===== config.mk =====
export PLATFORM = sky130hd
export DESIGN_NAME = msx_bank_mapper
export DESIGN_NICKNAME = d
export VERILOG_FILES = /design/src/rtl/msx_bank_mapper_pkg.sv /design/src/rtl/msx_bank_decode.sv /design/src/rtl/msx_bank_mapper.sv
export SDC_FILE = /design/constraint.sdc
export NUM_CORES = 1
export LEC_CHECK = 0
export CAP_MARGIN = 20
export CORE_MARGIN = 3
export CORE_UTILIZATION = 30
export CTS_BUF_LIST = sky130_fd_sc_hd__clkbuf_8
export CTS_CLUSTER_SIZE = 28
export DETAILED_ROUTE_END_ITERATION = 12
export PLACE_DENSITY_LB_ADDON = 0.25
export SLEW_MARGIN = 20
export SYNTH_ARGS = -nofsm -noshare
export SYNTH_HDL_FRONTEND = slang
export SYNTH_SLANG_ARGS = --single-unit

===== constraint.sdc =====
create_clock -name clk -period 5.1 [get_ports clk]
set_clock_uncertainty 0.05 [all_clocks]
set_input_delay 1.275 -clock clk [delete_from_list [all_inputs] [get_ports clk]]
set_output_delay 1.275 -clock clk [all_outputs]
set_load 0.02 [all_outputs]

===== src/rtl/msx_bank_mapper_pkg.sv =====
`default_nettype none
// ============================================================================
// Module      : msx_bank_mapper_pkg
// Description : Shared MSX cartridge types: mapper kinds, ROM lookup entry,
//               bank register type, reset bank values and the mapper FSM
//               state encoding.
// Revision    : 1.0 - initial release
// ============================================================================
package msx_bank_mapper_pkg;

    // Cartridge mapper kinds. Encodings 6 and 7 are unused and decode as NONE.
    typedef enum logic [2:0] {
        MAPPER_NONE       = 3'd0,
        MAPPER_LINEAR     = 3'd1,
        MAPPER_ASCII8     = 3'd2,
        MAPPER_ASCII16    = 3'd3,
        MAPPER_KONAMI     = 3'd4,
        MAPPER_KONAMI_SCC = 3'd5
    } mapper_typ_t;

    localparam int ROM_ADDR_W = 27;
    localparam int ROM_SIZE_W = 16;

    // Per-cartridge ROM placement: base address, size in 16 KB units
    // (power of two) and a read-only flag.
    typedef struct packed {
        logic [ROM_ADDR_W-1:0] addr;
        logic [ROM_SIZE_W-1:0] size;
        logic                  ro;
    } lookup_RAM_t;

    localparam int MAPPER_BANK_W = 8;
    typedef logic [MAPPER_BANK_W-1:0] mapper_bank_t;

    // Power-up bank contents. Konami-style carts start with a linear
    // 0,1,2,3 layout; ASCII carts start with every window on bank 0.
    localparam mapper_bank_t BANK_RST_KONAMI_0 = 8'd0;
    localparam mapper_bank_t BANK_RST_KONAMI_1 = 8'd1;
    localparam mapper_bank_t BANK_RST_KONAMI_2 = 8'd2;
    localparam mapper_bank_t BANK_RST_KONAMI_3 = 8'd3;
    localparam mapper_bank_t BANK_RST_ASCII    = 8'd0;

    // Reset value of bank register n for mapper kind m.
    function automatic mapper_bank_t reset_bank(input mapper_typ_t m, input logic [1:0] n);
        mapper_bank_t v;
        v = BANK_RST_ASCII;
        if (m == MAPPER_KONAMI || m == MAPPER_KONAMI_SCC) begin
            case (n)
                2'd0:    v = BANK_RST_KONAMI_0;
                2'd1:    v = BANK_RST_KONAMI_1;
                2'd2:    v = BANK_RST_KONAMI_2;
                default: v = BANK_RST_KONAMI_3;
            endcase
        end
        return v;
    endfunction

    typedef enum logic [1:0] {
        ST_IDLE  = 2'd0,
        ST_XLATE = 2'd1,
        ST_WAIT  = 2'd2
    } xlate_state_t;

endpackage
`default_nettype wire


===== src/rtl/msx_bank_decode.sv =====
`default_nettype none
// ============================================================================
// Module      : msx_bank_decode
// Description : Combinational decode of a Z80 access for one cartridge:
//               bank register write enables/data, ROM window hit, and which
//               8 KB bank register serves the address.
// Revision    : 1.0 - initial release
// ============================================================================
module msx_bank_decode
    import msx_bank_mapper_pkg::*;
#(
    parameter int BANK_W = 8
) (
    input  mapper_typ_t               mapper_i,
    input  logic [4:0]                addr_hi_i,     // Z80 address bits 15:11
    input  logic [7:0]                data_i,
    output logic [3:0]                bank_we_o,
    output logic [3:0][BANK_W-1:0]    bank_wdata_o,
    output logic                      in_window_o,
    output logic                      banked_o,
    output logic [1:0]                bank_idx_o
);

    logic [2:0] w_page;     // 8 KB page number (address bits 15:13)
    logic       w_mid_32k;  // address inside 4000h-BFFFh

    assign w_page    = addr_hi_i[4:2];
    assign w_mid_32k = (w_page >= 3'd2) && (w_page <= 3'd5);
    // 4000h->0, 6000h->1, 8000h->2, A000h->3
    assign bank_idx_o = addr_hi_i[3:2] ^ 2'b10;

    // Per-mapper register decode and window classification.
    always_comb begin
        bank_we_o    = 4'b0000;
        bank_wdata_o = {4{BANK_W'(data_i)}};
        in_window_o  = w_mid_32k;
        banked_o     = 1'b0;
        case (mapper_i)
            MAPPER_LINEAR: begin
                in_window_o = 1'b1;
            end
            MAPPER_ASCII8: begin
                banked_o = 1'b1;
                if (w_page == 3'd3) begin
                    bank_we_o[addr_hi_i[1:0]] = 1'b1;
                end
            end
            MAPPER_ASCII16: begin
                banked_o = 1'b1;
                // A 16 KB bank number d selects the 8 KB pair 2d, 2d+1.
                bank_wdata_o[0] = BANK_W'({data_i, 1'b0});
                bank_wdata_o[1] = BANK_W'({data_i, 1'b1});
                bank_wdata_o[2] = BANK_W'({data_i, 1'b0});
                bank_wdata_o[3] = BANK_W'({data_i, 1'b1});
                if (addr_hi_i == 5'b01100) begin
                    bank_we_o[1:0] = 2'b11;
                end
                if (addr_hi_i == 5'b01110) begin
                    bank_we_o[3:2] = 2'b11;
                end
            end
            MAPPER_KONAMI: begin
                banked_o = 1'b1;
                // Bank 0 is hard-wired on plain Konami carts.
                case (w_page)
                    3'd3:    bank_we_o[1] = 1'b1;
                    3'd4:    bank_we_o[2] = 1'b1;
                    3'd5:    bank_we_o[3] = 1'b1;
                    default: bank_we_o    = 4'b0000;
                endcase
            end
            MAPPER_KONAMI_SCC: begin
                banked_o = 1'b1;
                case (addr_hi_i)
                    5'b01010: bank_we_o[0] = 1'b1;
                    5'b01110: bank_we_o[1] = 1'b1;
                    5'b10010: bank_we_o[2] = 1'b1;
                    5'b10110: bank_we_o[3] = 1'b1;
                    default:  bank_we_o    = 4'b0000;
                endcase
            end
            default: begin
                in_window_o = w_mid_32k;
            end
        endcase
    end

endmodule
`default_nettype wire


===== src/rtl/msx_bank_mapper.sv =====
`default_nettype none
// ============================================================================
// Module      : msx_bank_mapper
// Description : Multi-cartridge MSX bank mapper. Accepts one Z80 access at a
//               time, updates the cartridge bank registers and translates the
//               access to a flat memory address with a held rd/wr strobe.
// Revision    : 1.0 - initial release
// ============================================================================
module msx_bank_mapper
    import msx_bank_mapper_pkg::*;
#(
    parameter  int CARTS  = 2,
    parameter  int BANK_W = 8,
    parameter  int ADDR_W = 27,
    localparam int CART_W = (CARTS > 1) ? $clog2(CARTS) : 1
) (
    input  logic              clk,
    input  logic              reset_n,
    input  logic              req,
    input  logic              req_wr,
    input  logic [CART_W-1:0] req_cart,
    input  logic [15:0]       req_addr,
    input  logic [7:0]        req_data,
    input  mapper_typ_t       mapper [CARTS],
    input  lookup_RAM_t       rom    [CARTS],
    output logic              ready,
    output logic [ADDR_W-1:0] mem_addr,
    output logic              mem_rd,
    output logic              mem_wr,
    input  logic              mem_ack,
    output logic              unmapped
);

    xlate_state_t      state_q, state_d;
    logic              wr_q;
    logic [CART_W-1:0] cart_q;
    logic [15:0]       addr_q;
    logic [7:0]        data_q;
    logic [ADDR_W-1:0] mem_addr_q, mem_addr_d;
    logic              mem_rd_q, mem_rd_d;
    logic              mem_wr_q, mem_wr_d;
    logic              unmapped_q, unmapped_d;
    logic [3:0]        bank_we;

    logic [BANK_W-1:0] bank_q [CARTS][4];

    mapper_typ_t           w_map_sel;
    lookup_RAM_t           w_rom_sel;
    logic [3:0]            w_dec_we;
    logic [3:0][BANK_W-1:0] w_dec_wdata;
    logic                  w_dec_win;
    logic                  w_dec_banked;
    logic [1:0]            w_dec_idx;
    logic [BANK_W-1:0]     w_bank_cur;
    logic [BANK_W-1:0]     w_bank_mask;
    logic [ADDR_W-1:0]     w_rom_bytes;
    logic [ADDR_W-1:0]     w_lin_off;
    logic [ADDR_W-1:0]     w_bank_off;
    logic [ADDR_W-1:0]     w_xlate_addr;

    assign w_map_sel = mapper[cart_q];
    assign w_rom_sel = rom[cart_q];

    msx_bank_decode #(
        .BANK_W (BANK_W)
    ) u_decode (
        .mapper_i     (w_map_sel),
        .addr_hi_i    (addr_q[15:11]),
        .data_i       (data_q),
        .bank_we_o    (w_dec_we),
        .bank_wdata_o (w_dec_wdata),
        .in_window_o  (w_dec_win),
        .banked_o     (w_dec_banked),
        .bank_idx_o   (w_dec_idx)
    );

    // Address translation uses the bank value as it stood before this
    // transaction's own register write.
    assign w_bank_cur   = bank_q[cart_q][w_dec_idx];
    assign w_bank_mask  = BANK_W'({w_rom_sel.size, 1'b0}) - BANK_W'(1);
    assign w_bank_off   = (ADDR_W'(w_bank_cur & w_bank_mask) << 13) + ADDR_W'(addr_q[12:0]);
    assign w_rom_bytes  = ADDR_W'(w_rom_sel.size) << 14;
    assign w_lin_off    = (ADDR_W'(addr_q) - ADDR_W'(32'h4000)) & (w_rom_bytes - ADDR_W'(1));
    assign w_xlate_addr = ADDR_W'(w_rom_sel.addr) + (w_dec_banked ? w_bank_off : w_lin_off);

    // Next-state and output decode for the IDLE -> XLATE -> WAIT sequence.
    always_comb begin
        state_d    = state_q;
        mem_addr_d = mem_addr_q;
        mem_rd_d   = mem_rd_q;
        mem_wr_d   = mem_wr_q;
        unmapped_d = 1'b0;
        bank_we    = 4'b0000;
        case (state_q)
            ST_IDLE: begin
                if (req) begin
                    state_d = ST_XLATE;
                end
            end
            ST_XLATE: begin
                if (wr_q) begin
                    bank_we = w_dec_we;
                end
                // A write to a read-only ROM only touches the bank registers.
                if (w_dec_win && (!wr_q || !w_rom_sel.ro)) begin
                    state_d    = ST_WAIT;
                    mem_addr_d = w_xlate_addr;
                    mem_rd_d   = !wr_q;
                    mem_wr_d   = wr_q;
                end else begin
                    state_d    = ST_IDLE;
                    unmapped_d = 1'b1;
                end
            end
            ST_WAIT: begin
                if (mem_ack) begin
                    state_d  = ST_IDLE;
                    mem_rd_d = 1'b0;
                    mem_wr_d = 1'b0;
                end
            end
            default: begin
                state_d  = ST_IDLE;
                mem_rd_d = 1'b0;
                mem_wr_d = 1'b0;
            end
        endcase
    end

    // State, output and request-capture registers.
    always_ff @(posedge clk) begin
        if (!reset_n) begin
            state_q    <= ST_IDLE;
            mem_addr_q <= '0;
            mem_rd_q   <= 1'b0;
            mem_wr_q   <= 1'b0;
            unmapped_q <= 1'b0;
            wr_q       <= 1'b0;
            cart_q     <= '0;
            addr_q     <= '0;
            data_q     <= '0;
        end else begin
            state_q    <= state_d;
            mem_addr_q <= mem_addr_d;
            mem_rd_q   <= mem_rd_d;
            mem_wr_q   <= mem_wr_d;
            unmapped_q <= unmapped_d;
            if (state_q == ST_IDLE && req) begin
                wr_q   <= req_wr;
                cart_q <= req_cart;
                addr_q <= req_addr;
                data_q <= req_data;
            end
        end
    end

    // Bank register files, one set of four per cartridge channel.
    always_ff @(posedge clk) begin
        if (!reset_n) begin
            for (int c = 0; c < CARTS; c++) begin
                for (int n = 0; n < 4; n++) begin
                    bank_q[c][n] <= BANK_W'(reset_bank(mapper[c], 2'(n)));
                end
            end
        end else begin
            for (int c = 0; c < CARTS; c++) begin
                for (int n = 0; n < 4; n++) begin
                    if (bank_we[n] && (cart_q == CART_W'(c))) begin
                        bank_q[c][n] <= w_dec_wdata[n];
                    end
                end
            end
        end
    end

    assign ready    = (state_q == ST_IDLE);
    assign mem_addr = mem_addr_q;
    assign mem_rd   = mem_rd_q;
    assign mem_wr   = mem_wr_q;
    assign unmapped = unmapped_q;

endmodule
`default_nettype wire


==> flow_metrics.tcl <==
set metrics [dict create \
    port_buffers 148 \
    core-area_um2 24700 \
    hold_viol 0 \
    final_cell_area_um2 9950 \
    worstPathRequired_ns 5.39 \
    dp_hpwl_mm 17.2 \
    initial_core_util_pct 30.9 \
    die-area_um2 27400 \
    vias 6570 \
    synthArstFlopShare_pct 0 \
    drt-vias-per-instance 5.09 \
    wirelength_mm 22.4 \
    worstSkewPairLatency_ns 0.45 \
    core.rowCount 57 \
    syn2layout_area_growth_pct 30.5 \
    clock.fmax_mhz 225 \
    ys_seq_area_share_pct 40.7 \
    synth_nets 955 \
    final-max-slew-violation-count 0 \
    setup_viol 0 \
    drc 0 \
    yosys_register_bits 123 \
    timing.final.crit_share_pct 87.0 \
    worstMarginPinSlew_ns 0.978 \
    cts_root_buffer "clkbuf_8" \
    synth.area.top_cells "edfxtp_1, dfxtp_1, mux2i_1" \
    dp_slack_ns 0.176 \
    clkSinkCount 123 \
    overflow 0 \
    cts_resized 0 \
    cts_tree "done" \
    fin_tns_setup_ns 0 \
    end_kind "flop" \
    drt.antenna.violating_nets 0 \
    ys_warn_count 0 \
    p_total_mw 2.76 \
    drt_iter0_markers 402 \
    routabilityCongestion 0.875 \
    cts_max_path_buffers 2 \
    synth_cells 800 \
    fin_nets 1111 \
    place_area_um2 9560 \
    grt_pass1_vias 6316 \
    numCtsBuffers 17 \
    placedCellCount 1261 \
    arrival_ns 4.73 \
    synth_area_um2 7630 \
    reg2reg_slack_ns 1.09 \
    synth.distinct_cells 73 \
    cp_max_fo 6 \
    synthFlopType "edfxtp_1" \
    synth_edf_count 64 \
    power.density_nw_per_um2 277 \
    drt_pass1_iterations 5 \
    synth_common_cells "nand2_1, nor2_1, a21oi_1" \
    antennaDiodeCount 0 \
    relSlewSlack_pct 34.8 \
    hold_ws_ns 0.406 \
    period_minus_slack_ns 4.43 \
    die_h_um 165 \
    fin_util_pct 40.3 \
    grt_max_degree 41 \
    synth.most_common_cell "nand2_1" \
    path_clk_slew_ns 0.07 \
    grt_usage_pct 16.4 \
    rsz0062_at_grt "false" \
    drive_above_1_share_pct 11.8 \
    io_pins 155 \
    cts_max_level 4 \
    post_cts_buffers 0 \
    cap_violations 0 \
    wl_per_cell_um 17.4 \
    ir_drop_mv 0.143 \
    fp.dieW_um 165 \
    status "finished, final reports clean" \
    crit_path_start_kind "input port" \
    grt_pass1_wl_mm 34.4 \
    worstHoldPathType "flop to flop" \
    yosys.area.top_type "edfxtp_1" \
    fin_ws_ns 0.665 \
    antenna_found_initial 1 \
    cellLeakagePower_nw 3.66 \
    avgSynthCellArea_um2 9.53 \
    cts_hold_buf 0 \
    path_class "input port to flop" \
    instances_no_fill 1291 \
    synth_top_area_share_pct 25.2 \
]
worst max-delay path, cell delays in order:
cell,delay [ns]
clkdlybuf4s50_1,0.48
xnor2_1,0.17
mux2i_1,0.45
nor2_1,0.17
a311oi_1,0.37
ha_1,0.37
a21o_1,0.18
a21oi_1,0.22
o21ai_0,0.11
a21o_1,0.18
a31o_2,0.25
o311a_1,0.28
a32o_1,0.20
power by group:
| part | total, mW | internal [mW] | leakage [nW] | switching (mW) |
|---|---|---|---|---|
| Clock | 0.887 | 0.515 | 0.211 | 0.373 |
| Combinational | 0.747 | 0.351 | 2.31 | 0.396 |
| Sequential | 1.13 | 1.09 | 1.14 | 0.0368 |
flip-flops by register name, indices dropped and copies added, names as in the netlist, 2 cells and up, named ones only:
signal and count:
data_q 8, state_q 2, bank_q 64, addr_q 16, mem_addr 27
kinds of logic after synthesis:
| group | synth area share (%) |
|---|---|
| muxes | 14.9 |
| adders and majority gates | 5.18 |
| buffers and inverters | 3.31 |
| AOI/OAI and AO/OA | 15.7 |
| and+or+nand+nor | 17.2 |
| DFF | 40.7 |
| xor gates and xnor gates | 2.99 |
final timing paths:
check,start,endpoint,cells after the start
worst max-delay path,mapper[2],mem_addr[25],13
worst min-delay path,mem_addr[15],mem_addr[15],2
worst max register to register,cart_q,mem_addr[26],14
worst min register to register,mem_addr[15],mem_addr[15],2
placed cells by master (no fill, tap or decap), drive strengths merged, types with 9 or more instances in the layout:
cell | Yosys | routed
clkdlybuf4s50 | 0 | 148
nand2 | 109 | 109
nor2 | 81 | 81
a21oi | 71 | 71
edfxtp | 64 | 64
dfxtp | 59 | 59
mux2i | 44 | 44
o21ai | 32 | 32
mux2 | 30 | 30
ha | 30 | 30
buf | 14 | 29
inv | 20 | 23
clkbuf | 26 | 17
nor3 | 17 | 17
mux4 | 16 | 16
xnor2 | 15 | 15
nand3 | 12 | 12
xor2 | 11 | 11
nand2b | 11 | 11
nor2b | 10 | 10
a21o | 9 | 9
cell type report:
| class | instances | area, um2 |
|---|---|---|
| Timing Repair Buffer | 177 | 1700 |
| Sequential cell | 123 | 3100 |
| Inverter | 21 | 78.8 |
| Fill cell | 2548 | 14700 |
| Clock buffer | 17 | 234 |
| Clock inverter | 13 | 161 |
| Tap cell | 324 | 405 |
| Multi-Input combinational cell | 616 | 4270 |
layer usage:
layer	wire length [um]	share of wire [%]	GRT usage, %
met5	9	0.040	0
met3	1750	7.8	3.99
met2	9640	43	25.3
met1	10800	48	23.1
met4	214	0.95	4.08
Power figures use the tool's default switching activity.
